===== config.mk =====
export PLATFORM = sky130hd
export DESIGN_NAME = chunked_subtractor_flat
export DESIGN_NICKNAME = d
export VERILOG_FILES = /design/src/rtl/chunked_subtractor_if.sv /design/src/rtl/chunked_subtractor.sv /design/src/flat_wrapper.sv
export SDC_FILE = /design/constraint.sdc
export NUM_CORES = 1
export LEC_CHECK = 0
export CORE_ASPECT_RATIO = 1.1
export CORE_MARGIN = 3
export CORE_UTILIZATION = 39
export DETAILED_ROUTE_END_ITERATION = 16
export PLACE_DENSITY_LB_ADDON = 0.2
export SLEW_MARGIN = 20
export SYNTH_ARGS = -nofsm -noshare
export SYNTH_HDL_FRONTEND = slang
export SYNTH_SLANG_ARGS = --single-unit

===== constraint.sdc =====
create_clock -name clk -period 3.3 [get_ports clk]
set_clock_uncertainty 0.05 [all_clocks]
set_input_delay 0.99 -clock clk [delete_from_list [all_inputs] [get_ports clk]]
set_output_delay 0.99 -clock clk [all_outputs]
set_load 0.03 [all_outputs]

===== src/rtl/chunked_subtractor_if.sv =====
// ============================================================================
// Module   : chunked_subtractor_if
// Brief    : Operand/result handshake bundle for chunked_subtractor.
// Revision : 1.0 - initial release
// ============================================================================
`default_nettype none

interface chunked_subtractor_if #(
    parameter int N = 32
);
    logic         in_valid;
    logic         in_ready;
    logic [N-1:0] a;
    logic [N-1:0] b;
    logic         out_valid;
    logic         out_ready;
    logic [N-1:0] D;
    logic         borrow;
    logic         overflow;

    modport master (
        output in_valid,
        output a,
        output b,
        output out_ready,
        input  in_ready,
        input  out_valid,
        input  D,
        input  borrow,
        input  overflow
    );

    modport slave (
        input  in_valid,
        input  a,
        input  b,
        input  out_ready,
        output in_ready,
        output out_valid,
        output D,
        output borrow,
        output overflow
    );
endinterface

`default_nettype wire


===== src/rtl/chunked_subtractor.sv =====
// ============================================================================
// Module   : chunked_subtractor
// Brief    : Multi-cycle D = a - b, W bits per cycle LSB first, valid/ready.
// Revision : 1.0 - initial release
// ============================================================================
`default_nettype none

module chunked_subtractor #(
    parameter int N = 32,
    parameter int W = 8
) (
    input  logic                 clk,
    input  logic                 rst_n,
    chunked_subtractor_if.slave  bus
);

    localparam int              c_NUM_CHUNKS = N / W;
    localparam int              c_CNT_W      = (c_NUM_CHUNKS > 1) ? $clog2(c_NUM_CHUNKS) : 1;
    localparam logic [c_CNT_W-1:0] c_LAST_CHUNK = c_CNT_W'(c_NUM_CHUNKS - 1);
    localparam logic [N-1:0]    c_CHUNK_MASK = N'({W{1'b1}});

    typedef enum logic [1:0] {
        S_IDLE = 2'd0,
        S_CALC = 2'd1,
        S_DONE = 2'd2
    } state_t;

    state_t               state_q,     state_d;
    logic [N-1:0]         a_q,         a_d;
    logic [N-1:0]         b_q,         b_d;
    logic [N-1:0]         res_q,       res_d;
    logic [c_CNT_W-1:0]   cnt_q,       cnt_d;
    logic                 carry_q,     carry_d;
    logic [N-1:0]         dout_q,      dout_d;
    logic                 borrow_q,    borrow_d;
    logic                 ovf_q,       ovf_d;
    logic                 out_valid_q, out_valid_d;

    logic [31:0]          w_shift;
    logic [W-1:0]         w_a_chunk;
    logic [W-1:0]         w_b_chunk;
    logic [W-1:0]         w_sum;
    logic                 w_carry_out;
    logic [N-1:0]         w_result_next;

    // One W-bit slice of a + ~b + 1; the +1 enters as the initial carry.
    assign w_shift   = 32'(cnt_q) * 32'(W);
    assign w_a_chunk = W'(a_q >> w_shift);
    assign w_b_chunk = W'(b_q >> w_shift);
    assign {w_carry_out, w_sum} = {1'b0, w_a_chunk} + {1'b0, ~w_b_chunk}
                                + {{W{1'b0}}, carry_q};
    assign w_result_next = (res_q & ~(c_CHUNK_MASK << w_shift))
                         | (N'(w_sum) << w_shift);

    always_comb begin
        state_d     = state_q;
        a_d         = a_q;
        b_d         = b_q;
        res_d       = res_q;
        cnt_d       = cnt_q;
        carry_d     = carry_q;
        dout_d      = dout_q;
        borrow_d    = borrow_q;
        ovf_d       = ovf_q;
        out_valid_d = out_valid_q;

        case (state_q)
            S_IDLE: begin
                if (bus.in_valid) begin
                    a_d     = bus.a;
                    b_d     = bus.b;
                    cnt_d   = '0;
                    carry_d = 1'b1;
                    state_d = S_CALC;
                end
            end
            S_CALC: begin
                res_d   = w_result_next;
                carry_d = w_carry_out;
                cnt_d   = cnt_q + 1'b1;
                if (cnt_q == c_LAST_CHUNK) begin
                    // Outputs are loaded only here, so partial results never reach D.
                    dout_d      = w_result_next;
                    borrow_d    = ~w_carry_out;
                    ovf_d       = (a_q[N-1] ^ b_q[N-1]) & (w_result_next[N-1] ^ a_q[N-1]);
                    out_valid_d = 1'b1;
                    state_d     = S_DONE;
                end
            end
            S_DONE: begin
                if (bus.out_ready) begin
                    out_valid_d = 1'b0;
                    state_d     = S_IDLE;
                end
            end
            default: begin
                state_d     = S_IDLE;
                out_valid_d = 1'b0;
            end
        endcase
    end

    always_ff @(posedge clk or negedge rst_n) begin
        if (!rst_n) begin
            state_q     <= S_IDLE;
            a_q         <= '0;
            b_q         <= '0;
            res_q       <= '0;
            cnt_q       <= '0;
            carry_q     <= 1'b0;
            dout_q      <= '0;
            borrow_q    <= 1'b0;
            ovf_q       <= 1'b0;
            out_valid_q <= 1'b0;
        end else begin
            state_q     <= state_d;
            a_q         <= a_d;
            b_q         <= b_d;
            res_q       <= res_d;
            cnt_q       <= cnt_d;
            carry_q     <= carry_d;
            dout_q      <= dout_d;
            borrow_q    <= borrow_d;
            ovf_q       <= ovf_d;
            out_valid_q <= out_valid_d;
        end
    end

    assign bus.in_ready  = (state_q == S_IDLE);
    assign bus.out_valid = out_valid_q;
    assign bus.D         = dout_q;
    assign bus.borrow    = borrow_q;
    assign bus.overflow  = ovf_q;

endmodule

`default_nettype wire


===== src/flat_wrapper.sv =====
// flat-port wrapper written by rule: the top's interface ports become plain ports
module chunked_subtractor_flat 
#(
    parameter int N = 32,
    parameter int W = 8
)
  (clk, rst_n, bus_in_valid, bus_a, bus_b, bus_out_ready, bus_in_ready, bus_out_valid, bus_D, bus_borrow, bus_overflow);
  chunked_subtractor_if #(.N(N)) bus_i ();
  input  logic clk;
  input  logic rst_n;
  input wire logic [$bits(bus_i.in_valid)-1:0] bus_in_valid;
  input wire logic [$bits(bus_i.a)-1:0] bus_a;
  input wire logic [$bits(bus_i.b)-1:0] bus_b;
  input wire logic [$bits(bus_i.out_ready)-1:0] bus_out_ready;
  output wire logic [$bits(bus_i.in_ready)-1:0] bus_in_ready;
  output wire logic [$bits(bus_i.out_valid)-1:0] bus_out_valid;
  output wire logic [$bits(bus_i.D)-1:0] bus_D;
  output wire logic [$bits(bus_i.borrow)-1:0] bus_borrow;
  output wire logic [$bits(bus_i.overflow)-1:0] bus_overflow;
  assign bus_i.in_valid = bus_in_valid;
  assign bus_i.a = bus_a;
  assign bus_i.b = bus_b;
  assign bus_i.out_ready = bus_out_ready;
  assign bus_in_ready = bus_i.in_ready;
  assign bus_out_valid = bus_i.out_valid;
  assign bus_D = bus_i.D;
  assign bus_borrow = bus_i.borrow;
  assign bus_overflow = bus_i.overflow;
  chunked_subtractor #(.N(N), .W(W)) u_core (.clk(clk), .rst_n(rst_n), .bus(bus_i));
endmodule

Word-level counts from Yosys, hierarchy flattened:

Cells that the tools add are included.

* register bits: 136
* bits of input ports: 68
* output and inout port bits: 36
* word-level logic and storage cells: 50

* add/sub/neg operators: 3
* eq/ne operators: 6
* shift-type cells: 4
* mux-type cells: 11
* bitwise logic cells: 9
* reductions and logical operators: 7

Operators with widths (number)
* right shift 32 x 5 -> 8 bit: 2
* bitwise AND 32 bit: 1
* inverter 32 bit: 1
* bitwise OR 32 bit: 1
* left shift 8 x 5 -> 32 bit: 1
* left shift 8 x 5 -> 32 bit (first input constant): 1
* adder 8 x 8 -> 9 bit: 1
* adder 9 x 1 -> 9 bit: 1
* two-way mux 2 bit: 4
* inverter 8 bit: 1
* case mux 2 bit (3 select lines): 1
* AND reduction 2 bit: 3
* AND reduction 3 bit: 2
* equality test 2 bit (second input constant): 2
* != test 2 bit (second input constant): 2
* case mux 2 bit (2 select lines): 1
* two-way mux 1 bit: 3
* case mux 1 bit (3 select lines): 1
* adder 2 x 1 -> 2 bit (second input constant): 1
* equality test 2 x 1 -> 1 bit (second input constant): 1
* logical NOT 2 bit: 1
* != test 2 x 1 -> 1 bit (second input constant): 1
* inverter 1 bit: 2
* case mux 1 bit (2 select lines): 1
* other kinds (3): 4

Longest topological paths before layout:

Gate-level depths: netlist of run 1.

* depth in word-level cells: 8
* depth in mapped cells: 12
* mapped depth without buffers: 10

Worst setup path after synthesis of run 1:

No wires, ideal clock.

* kind: reg-to-reg
* start: register u_core.cnt_q[0]
* end: register u_core.dout_q[6] (netlist: u_core.bus.D[6])
* library setup time: 0.065 ns
* arrival: 2.995 ns
* data required time: 3.185 ns
* setup slack: 0.190 ns
* stages on the path, launching flop included: 12
* path buffers: 2
* clock period less this slack: 3.110 ns
* cell sequence: dfrtp_1 > clkbuf_8 > buf_2 > mux4_2 > fa_1 > inv_1 > fa_1 > nor2b_1 > o31a_1 > o31a_1 > a21oi_2 > a31o_2

* cells in the longest elaborated chain, start to end: 6
* elaborated cells between the ends (all ways): 12
* those cells by class: add/sub: 2; eq/ne: 1; shift: 4; bitwise: 4; reduce/logical: 1

Ends and longest elaborated chain
* start: declaration: RTL line chunked_subtractor.sv:32 `logic [c_CNT_W-1:0] cnt_q, cnt_d;`
* start signal: assignment: RTL line chunked_subtractor.sv:120 `cnt_q <= cnt_d;`
* right shift 32 x 5 -> 8 bit: RTL line chunked_subtractor.sv:49 `assign w_b_chunk = W'(b_q >> w_shift);`
* inverter 8 bit: RTL line chunked_subtractor.sv:50 `assign {w_carry_out, w_sum} = {1'b0, w_a_chunk} + {1'b0, ~w_b_chunk}`
* adder 8 x 8 -> 9 bit: RTL line chunked_subtractor.sv:50
* adder 9 x 1 -> 9 bit: RTL line chunked_subtractor.sv:51 `+ {{W{1'b0}}, carry_q};`
* left shift 8 x 5 -> 32 bit: RTL line chunked_subtractor.sv:53 `| (N'(w_sum) << w_shift);`
* bitwise OR 32 bit: RTL line chunked_subtractor.sv:53
* end signal: assignment: RTL line chunked_subtractor.sv:122 `dout_q <= dout_d;`
* end: declaration: RTL line chunked_subtractor.sv:34 `logic [N-1:0] dout_q, dout_d;`

Several ways; a longest one is shown, not always the timed one.
A chain may end at the register's enable or synchronous reset.

Worst setup path in the final report of run 1:

* start: register u_core.cnt_q[0]
* end: register u_core.ovf_q (netlist: u_core.bus.overflow)

* cells in the longest elaborated chain, start to end: 8
* elaborated cells between the ends (all ways): 14
* those cells by class: add/sub: 2; eq/ne: 1; shift: 4; bitwise: 6; reduce/logical: 1

Ends and longest elaborated chain
* right shift 32 x 5 -> 8 bit: RTL line chunked_subtractor.sv:49
* inverter 8 bit: RTL line chunked_subtractor.sv:50
* adder 8 x 8 -> 9 bit: RTL line chunked_subtractor.sv:50
* adder 9 x 1 -> 9 bit: RTL line chunked_subtractor.sv:51
* left shift 8 x 5 -> 32 bit: RTL line chunked_subtractor.sv:53
* bitwise OR 32 bit: RTL line chunked_subtractor.sv:53
* XOR 1 bit: RTL line chunked_subtractor.sv:85 `ovf_d = (a_q[N-1] ^ b_q[N-1]) & (w_result_next[N-1] ^ a_q[N-1]);`
* bitwise AND 1 bit: RTL line chunked_subtractor.sv:85
* end signal: assignment: RTL line chunked_subtractor.sv:124 `ovf_q <= ovf_d;`
* end: declaration: RTL line chunked_subtractor.sv:36 `logic ovf_q, ovf_d;`

Several ways; a longest one is shown, not always the timed one.

==> summary.md, run 1 <==
| Metric | Value |
|---|---|
| Pre-antenna DRT Iters | `5` |
| Worst Path Arrival | `3.34 ns` |
| Mapped cell area | `5810 µm²` |
| Fin nets | `762` |
| Syn Nets | `655` |
| Root Driver | `clkbuf_16` |
| Max-slew headroom | `56.0%` |
| Starting Density | `40.1%` |
| Clock buffer count from CTS | `17` |
| Slowest-stage cell, CP | `mux4_2` |
| Post-CTS Hold Buffers | `0` |
| Routed Wire Length | `14500 µm` |
| Initial antenna violation count | `0` |
| Gr ovfl total | `0` |
| Worst-Skew Late Latency | `0.42 ns` |
| Vias in the first global route | `4702` |
| Crit path max-delay family | `compound AO/OA/AOI/OAI gates` |
| CP peak stage delay | `0.55 ns` |
| Global-route wire length before repair | `24300 µm` |
| Share of cells above drive strength 1 | `11.3%` |
| Crit path launch type | `flop` |
| Crit end category | `flop` |
| Row count | `46` |
| Status | `finished, final reports clean` |
| Fillcell total | `1360` |
| Final Hold Viols | `0` |
| ANT nets after route | `0` |
| Reg clk slew, reported paths | `0.05 ns` |
| Worst setup margin | `0.244 ns` |
| DRC viols | `0` |
| First DRT Iteration DRCs | `363` |
| Num ports | `104` |
| Register area | `3200 µm²` |
| Slew @ Worst Pin | `0.658 ns` |
| Min Tclk post-route | `3.06 ns` |
| Number of diodes | `0` |
| Die area | `16400 µm²` |
| Dpl hpwl | `10200 µm` |
| Post-synth ARST share | `100%` |
| Final Cycle Share | `92.6%` |
| Largest net degree at the start of global routing | `74` |
| Yosys reg bits | `128` |
| Setup TNS | `0 ns` |
| WS Path Type | `reg -> reg` |
| Critical Path, Cell by Cell | `buf_4, mux4_2, ha_1, a211oi_2, o211a_1, o221ai_2, a311o_1, a21oi_1` |
| Post-CTS Setup Bufs | `0` |
| # port buffers | `103` |
| H-tree levels | `4` |
| Mean Syn Cell Area | `10.1 µm²` |
| GPL Wtd Cong | `0.785` |
| Area growth, synth to finish | `31.4%` |
| Yosys cell types | `43` |
| Die X | `122 µm` |
| Multi-input gate area | `2380 µm²` |
| Ys flop type | `dfrtp_1` |
| Core area | `14500 µm²` |
| Worst hold slack | `0.427 ns` |
| Seq/Total Area, Yosys | `55.1%` |
| Vias per Instance | `5.15` |
| Critical Path Fanout Max | `9` |
| Utilization after layout | `52.6%` |
| Synth warn | `0` |
| DR WL/cell | `16.4 µm` |
| Maxcap violations | `0` |
| CTS resizes | `0` |
| Max-slew violation count | `0` |
| Die Y | `134 µm` |
| Mapped Cells | `574` |
| Clk sink count | `128` |
| Worst Path Buf+Inv | `1` |
| Final setup fails | `0` |
| Maximum clock rate | `327 MHz` |
| Overall global routing resource usage | `19.0%` |
| Clk buf depth | `2` |
| Routed vias | `4562` |
| Hold Path Class | `reg -> reg` |
| RSZ-0062 raised after global routing | `no` |
| Worst endpoint required time | `3.59 ns` |
| Post-synth EDFFs | `0` |
| CTS tree | `built` |
| Place WS | `0.269 ns` |
==> state kept, by name, summed over array words and instances (netlist names) <==
signal,count
u_core.cnt_q,2
u_core.bus.D,32
u_core.res_q,24
u_core.state_q,2
u_core.a_q,32
u_core.carry_q,1
u_core.b_q,32
u_core.bus.borrow,1
u_core.bus.overflow,1
u_core.bus.out_valid,1
==> cell families after synthesis <==
logic type / synth area share (%)
xor gates and xnor gates: 0.452
DFF: 55.1
muxes: 6.20
AOI/OAI and AO/OA: 12.6
buffers and inverters: 4.07
adders and majority gates: 3.06
and+or+nand+nor: 18.5
==> path summary, 6_finish.rpt <==
kind	cells past startpoint	slack [ns]	startpoint	endpoint
hold / removal	2	0.43	u_core.b_q[6]	u_core.b_q[6]
setup reg to reg	8	0.24	u_core.cnt_q[0]	u_core.bus.overflow
setup / recovery	8	0.24	u_core.cnt_q[0]	u_core.bus.overflow
min in group asynchronous	1	0.44	rst_n	u_core.b_q[6]
hold reg to reg	2	0.43	u_core.b_q[6]	u_core.b_q[6]
max in group asynchronous	2	2.04	rst_n	u_core.a_q[23]
==> layer usage <==
metal	track usage (%)	vias up	part of all wire, %
li1	-	2158	-
met4	6.78	0	1.5
met2	30.1	165	48
met5	0	-	0
met3	4.05	15	6.2
met1	25.9	2224	44
==> per-stage QoR <==
step / instance area, µm² / instances
after floorplan: 5810 / 574
after detailed placement: 7070 / 854
after CTS: 7630 / 885
after global placement: 7070 / 854
final: 7640 / 885
after global routing: 7640 / 885
==> cell usage after synthesis (2+ instances only) <==
cell type | instances | area share, %
a221oi_1 | 18 | 2.7
fa_1 | 2 | 0.69
a22o_2 | 4 | 0.69
inv_1 | 17 | 1.1
o31a_1 | 2 | 0.30
o31ai_1 | 2 | 0.26
a31o_2 | 2 | 0.30
dfrtp_1 | 128 | 55
xnor2_1 | 2 | 0.30
and2_1 | 2 | 0.22
a22o_1 | 26 | 3.9
mux4_2 | 16 | 6.2
buf_1 | 3 | 0.19
nand3_1 | 2 | 0.17
buf_2 | 9 | 0.78
a21oi_1 | 7 | 0.60
nand2_1 | 213 | 14
ha_1 | 11 | 2.4
nor2_1 | 48 | 3.1
nor3_2 | 3 | 0.52
clkbuf_8 | 3 | 0.71
nor2b_1 | 2 | 0.22
buf_6 | 2 | 0.39
o21a_1 | 2 | 0.26
clkbuf_1 | 14 | 0.90
a22oi_1 | 3 | 0.39
o21ai_0 | 15 | 1.3
==> worst reg2reg max path, delay by kind of cell (launching register included) <==
kind,cells,cell delay (ns)
flip-flops,1,0.47
multiplexers,1,0.55
AO/OA/AOI/OAI,5,1.34
adder cells (fa/ha/maj),1,0.33
buffers and inverters,1,0.25
==> cell type report <==
type	count	area share, %
clock buffers	26	6.67
clock inverters	5	0.688
inverters	17	0.836
multi-input cells	398	31.2
flip-flops and latches	128	41.9
well taps	192	3.15
repair buffers	119	15.5
==> cell usage in the layout, fill, tap and decap left out, types with 2 or more instances in the layout <==
cell type / count
xnor2_1: 2
clkinv_2: 3
o21ai_0: 15
dfrtp_1: 128
a31o_2: 2
a221oi_1: 18
ha_1: 11
clkbuf_1: 4
nor2b_1: 2
o31a_1: 2
clkbuf_8: 5
a22o_1: 26
o21a_1: 2
buf_12: 3
a22o_2: 4
clkdlybuf4s50_1: 102
nor2_1: 48
mux4_2: 16
nor3_2: 3
nand2_1: 212
buf_4: 14
inv_1: 17
a22oi_1: 3
nand3_1: 2
a21oi_1: 7
clkbuf_16: 17
o31ai_1: 2
fa_1: 2
Power of run 1 is not shown: default switching activity piles up to over one toggle a cycle in this logic, so the estimate is an artifact.
==> run 2: changes to the inputs <==
--- a/config.mk
+++ b/config.mk
@@ -7,7 +7,7 @@
 export LEC_CHECK = 0
 export CORE_ASPECT_RATIO = 1.1
 export CORE_MARGIN = 3
-export CORE_UTILIZATION = 39
+export CORE_UTILIZATION = 47
 export DETAILED_ROUTE_END_ITERATION = 16
 export PLACE_DENSITY_LB_ADDON = 0.2
 export SLEW_MARGIN = 20
==> constraint.sdc (replaced) <==
create_clock -name clk -period 3.3 [get_ports clk]
set_clock_uncertainty 0.05 [all_clocks]
set_input_delay 0.99 -clock clk [delete_from_list [all_inputs] [get_ports clk]]
set_output_delay 0.99 -clock clk [all_outputs]
set_load 0.05 [all_outputs]
==> summary.md, run 2 (synthesis results as in run 1) <==
| Metric | Value |
|---|---|
| Routed Wire Length | `14000 µm` |
| Die area | `13700 µm²` |
| Most common cell after layout, fill and taps aside | `nand2_1` |
| Slew @ Worst Pin | `0.909 ns` |
| DR WL/cell | `16.6 µm` |
| First DRT Iteration DRCs | `274` |
| Crit path launch type | `flop` |
| Overall global routing resource usage | `21.2%` |
| Maxcap violations | `0` |
| Commonest cells after routing, fill and taps aside | `212 x nand2_1, 128 x dfrtp_1, 102 x clkdlybuf4s50_1` |
| Maximum clock rate | `323 MHz` |
| H-tree levels | `4` |
| Gr ovfl total | `0` |
| Critical Path, Cell by Cell | `buf_6, mux4_2, ha_1, a211oi_2, o211a_1, o221ai_2, a311o_1, a21oi_1` |
| Worst endpoint required time | `3.58 ns` |
| Num ports | `104` |
| Die Y | `123 µm` |
| Starting Density | `49.5%` |
| Core area | `11700 µm²` |
| Vias in the first global route | `4543` |
| Max-slew headroom | `39.4%` |
| Critical Path Fanout Max | `21` |
| Post-CTS Setup Bufs | `0` |
| Final Hold Viols | `0` |
| RSZ-0062 raised after global routing | `no` |
| Global-route wire length before repair | `22900 µm` |
| Fin nets | `759` |
| GPL Wtd Cong | `0.823` |
| Vias per Instance | `5.40` |
| DRC viols | `0` |
| Root Driver | `clkbuf_16` |
| Worst-Skew Late Latency | `0.41 ns` |
| RR Startpoint | `u_core.cnt_q[0]` |
| # port buffers | `103` |
| Largest net degree at the start of global routing | `52` |
| Worst setup path end | `u_core.bus.overflow` |
| Number of diodes | `0` |
| Share of cells above drive strength 1 | `11.0%` |
| CTS tree | `built` |
| Final Cycle Share | `93.7%` |
| Status | `finished, final reports clean` |
| Slowest-stage cell, CP | `mux4_2` |
| Clock buffer count from CTS | `17` |
| Clk buf depth | `2` |
| Critical Path Start | `u_core.cnt_q[0]` |
| Dpl hpwl | `9890 µm` |
| CP peak stage delay | `0.56 ns` |
| Post-CTS Hold Buffers | `0` |
| Initial antenna violation count | `0` |
| Setup TNS | `0 ns` |
| FF-to-FF End | `u_core.bus.overflow` |
| Final setup fails | `0` |
| R2R Setup Slk | `0.21 ns` |
| Clk sink count | `128` |
| Crit end category | `flop` |
| WS Path Type | `reg -> reg` |
| FF-to-FF path depth | `8` |
| Utilization after layout | `64.3%` |
| ANT nets after route | `0` |
| Die X | `112 µm` |
| Min Tclk post-route | `3.09 ns` |
| Worst Path Arrival | `3.38 ns` |
| CTS resizes | `0` |
| Max-slew violation count | `0` |
| Reg clk slew, reported paths | `0.05 ns` |
| Hold Path Class | `reg -> reg` |
| Row count | `41` |
| Routed vias | `4528` |
| Area growth, synth to finish | `30.1%` |
| Pre-antenna DRT Iters | `5` |
==> run 2: cell count changes in the layout (fill, tap and decap cells not counted), sizes merged <==
| cell | before | now |
|---|---|---|
| buf | 17 | 14 |
| clkbuf | 26 | 25 |
==> run 2: metrics by stage <==
step	worst slack (ns)	area, µm²	cells	hold slack, ns
floorplan	0.190	5810	574	0.390
global placement	0.299	6980	809	0.407
detailed placement	0.161	6980	809	0.409
CTS	0.144	7550	839	0.423
global route	0.0401	7560	839	0.447
finish	0.206	7560	839	0.423
==> run 2: per-layer routing <==
layer	share of wire (%)	GRT usage (%)	vias to the layer above	wire (µm)
met4	1.8	7.59	0	247
met3	5.6	4.88	17	777
met2	49	34.0	148	6810
met5	0	0	-	0
met1	44	28.7	2212	6130
li1	-	-	2151	-
==> run 2: worst min-delay path by stage <==
| stage | cells after the start | to | from |
|---|---|---|---|
| 2_1_floorplan | 2 | u_core.a_q[16] | u_core.a_q[16] |
| 3_3_place_gp | 2 | u_core.b_q[2] | u_core.b_q[2] |
| 3_5_place_dp | 2 | u_core.b_q[10] | u_core.b_q[10] |
| 4_1_cts | 2 | u_core.b_q[10] | u_core.b_q[10] |
| 5_1_grt | 2 | u_core.b_q[10] | u_core.b_q[10] |
| 6_report | 2 | u_core.b_q[10] | u_core.b_q[10] |
==> run 2: layout make-up <==
| class | count | area, µm² |
|---|---|---|
| tap | 150 | 188 |
| inverter | 17 | 63.8 |
| clock inverter | 5 | 52.6 |
| clock buffer | 25 | 515 |
| fill | 945 | 4190 |
| timing repair buffer | 116 | 1150 |
| multi-input combinational | 398 | 2380 |
| sequential | 128 | 3200 |
==> run 2: critical path: cells and delay by family (launching register included) <==
family          cells  cell delay (ns)
flops               1             0.44
compound gates      5             1.36
fa+ha+maj           1             0.33
buf+inv             1             0.27
mux                 1             0.56
Power of run 2 is left out for the same reason.
==> run 3: changes to the inputs <==
--- a/config.mk
+++ b/config.mk
@@ -5,9 +5,10 @@
 export SDC_FILE = /design/constraint.sdc
 export NUM_CORES = 1
 export LEC_CHECK = 0
+export ABC_AREA = 1
 export CORE_ASPECT_RATIO = 1.1
 export CORE_MARGIN = 3
-export CORE_UTILIZATION = 47
+export CORE_UTILIZATION = 48
 export DETAILED_ROUTE_END_ITERATION = 16
 export PLACE_DENSITY_LB_ADDON = 0.2
 export SLEW_MARGIN = 20
==> summary.md, run 3 <==
| Metric | Value |
|---|---|
| Routed Wire Length | `15600 µm` |
| Yosys reg bits | `129` |
| Pre-antenna DRT Iters | `5` |
| Final Hold Viols | `0` |
| Area growth, synth to finish | `28.4%` |
| P_sw | `4780 µW` |
| CTS tree | `built` |
| Maxcap violations | `0` |
| Largest family of logic cells by synthesized area | `simple AND/OR/NAND/NOR gates` |
| Row count | `42` |
| Hold Path Class | `in -> async` |
| Crit end category | `primary output` |
| Mapped cell area | `6160 µm²` |
| Setup TNS | `0 ns` |
| First DRT Iteration DRCs | `320` |
| DRC viols | `0` |
| Root Driver | `clkbuf_16` |
| Die X | `114 µm` |
| List of most frequent post-synthesis cells | `366 x nand2_1, 129 x dfrtp_1, 49 x o21ai_0` |
| Switching Fraction | `46.8%` |
| Slew @ Worst Pin | `0.697 ns` |
| Dpl hpwl | `11000 µm` |
| Reg clk slew, reported paths | `0.06 ns` |
| Status | `finished, final reports clean` |
| Clock buffer count from CTS | `17` |
| Share of cells above drive strength 1 | `7.91%` |
| Global-route wire length before repair | `26300 µm` |
| GPL Wtd Cong | `0.891` |
| Synth area leader | `dfrtp_1` |
| Post-CTS Hold Buffers | `0` |
| Min Tclk post-route | `2.89 ns` |
| Final Cycle Share | `87.7%` |
| Final setup fails | `0` |
| # port buffers | `103` |
| Initial antenna violation count | `0` |
| Largest net degree at the start of global routing | `64` |
| Syn Nets | `846` |
| Gr ovfl total | `0` |
| Leakage | `0.00394 µW` |
| Ys flop type | `dfrtp_1` |
| Share of the synthesized area in the top cell type | `52.4%` |
| CTS resizes | `0` |
| Maximum clock rate | `345 MHz` |
| Clk sink count | `129` |
| H-tree levels | `4` |
| Internal | `5430 µW` |
| Count leader, synth | `nand2_1` |
| Mean Syn Cell Area | `8.05 µm²` |
| Commonest cells after routing, fill and taps aside | `365 x nand2_1, 129 x dfrtp_1, 102 x clkdlybuf4s50_1` |
| Routed vias | `5338` |
| Yosys cell types | `31` |
| Die area | `14200 µm²` |
| Fin nets | `940` |
| Combinational share of power | `54.2%` |
| Num ports | `104` |
| Worst setup margin | `0.405 ns` |
| Overall global routing resource usage | `23.1%` |
| Post-CTS Setup Bufs | `0` |
| VDD IR-drop max | `0.673 mV` |
| Number of diodes | `0` |
| Mux contribution to synthesized area | `0%` |
| Max-slew violation count | `0` |
| Pwr/cell area | `1290 nW/µm²` |
| Synth Area in Compound Gates | `9.86%` |
| Crit path launch type | `flop` |
| Starting Density | `50.1%` |
| Sequential power share | `26.3%` |
| Synth warn | `0` |
| ANT nets after route | `0` |
| Die Y | `125 µm` |
| Post-Synth Adder-Cell Area | `2.89%` |
| Place WS | `0.489 ns` |
| Worst endpoint required time | `2.26 ns` |
| Post-synth EDFFs | `0` |
| Clock network power share | `19.5%` |
| Post-synth ARST share | `100%` |
| RSZ-0062 raised after global routing | `no` |
| XOR/XNOR share of the synthesized area | `0.528%` |
| Vias in the first global route | `5422` |
| Vias per Instance | `5.20` |
| Worst Path Arrival | `1.85 ns` |
| Synth Area in Simple Gates | `27.4%` |
| Worst-Skew Late Latency | `0.42 ns` |
| Clk buf depth | `2` |
| Most common cell after layout, fill and taps aside | `nand2_1` |
| Largest cells by area after synthesis | `dfrtp_1 52%, nand2_1 22%, o21ai_0 4.0%` |
| Max-slew headroom | `53.5%` |
| Core area | `12300 µm²` |
| DR WL/cell | `15.2 µm` |
| Seq/Total Area, Yosys | `52.4%` |
| WS Path Type | `reg -> out` |
| Mapped Cells | `765` |
| Critical Path Fanout Max | `3` |
-- run 3: changes by cell type in the layout (fill, tap and decap cells not counted), sizes merged, moves of 4 or more --
cell    delta
a21oi      +6
nand3     +15
nor2      -25
a22o      -29
o22ai     +19
a32o       +6
clkbuf     -4
nand2    +155
inv       +37
a221oi    -18
nand4     +11
o21ai     +45
mux4      -16
-- run 3: power by group through the flow --
| stage | Clock (µW) | Combinational [µW] | Sequential [µW] |
|---|---|---|---|
| 2_1_floorplan | 0 | 3530 | 3140 |
| 3_3_place_gp | 0 | 5370 | 2670 |
| 3_5_place_dp | 0 | 5520 | 2690 |
| 4_1_cts | 2010 | 5550 | 2680 |
| 5_1_grt | 2080 | 6220 | 2760 |
| 6_report | 1990 | 5530 | 2680 |
-- run 3: kinds of logic after synthesis --
kind of cell,count (synthesis)
compound gates,104
xor+xnor,2
buf+inv,93
simple gates,424
fa+ha+maj,13
flops,129
-- run 3: worst paths after layout --
check	start	to	slack [ns]	depth (start not counted)
worst max-delay path	u_core.state_q[0]	bus_in_ready	0.41	2
worst max register to register	u_core.cnt_q[0]	u_core.res_q[4]	0.49	14
max in group asynchronous	rst_n	u_core.a_q[27]	2.04	2
worst min register to register	u_core.res_q[13]	u_core.res_q[13]	0.43	2
worst min-delay path	rst_n	u_core.bus.D[1]	0.43	1
min in group clk	u_core.res_q[13]	u_core.res_q[13]	0.43	2
-- run 3: per-stage QoR --
step	cells	hold slack, ns	instance area (µm²)	utilization [%]	power, µW
final	1026	0.428	7910	64.3	10200
after global routing	1026	0.445	7910	64.3	11100
after CTS	1026	0.423	7910	64.3	10200
after detailed placement	994	0.413	7270	59.2	8210
after global placement	994	0.411	7270	59.2	8040
after floorplan	765	0.394	6160	-	6660
-- run 3: layout make-up --
type | count | area (µm²)
inverter | 51 | 191
multi-input combinational | 543 | 2500
tap | 154 | 193
clock buffer | 21 | 480
clock inverter | 11 | 150
sequential | 129 | 3230
timing repair buffer | 117 | 1160
fill | 1070 | 4390
-- run 3: layer usage --
layer	vias to the layer above	part of all wire, %	track usage (%)	wire [µm]
li1	2606	-	-	-
met1	2513	42	29.7	6510
met2	184	50	37.5	7810
met3	35	5.3	4.42	825
met4	0	3.2	10.5	500
met5	-	0	0	0
-- run 3: worst max-delay path: stages (launching register included) --
cell and delay (ns):
dfrtp_1 0.41, nor2_1 0.19, clkdlybuf4s50_1 0.84
No activity file was read; power rests on OpenSTA's default activity.
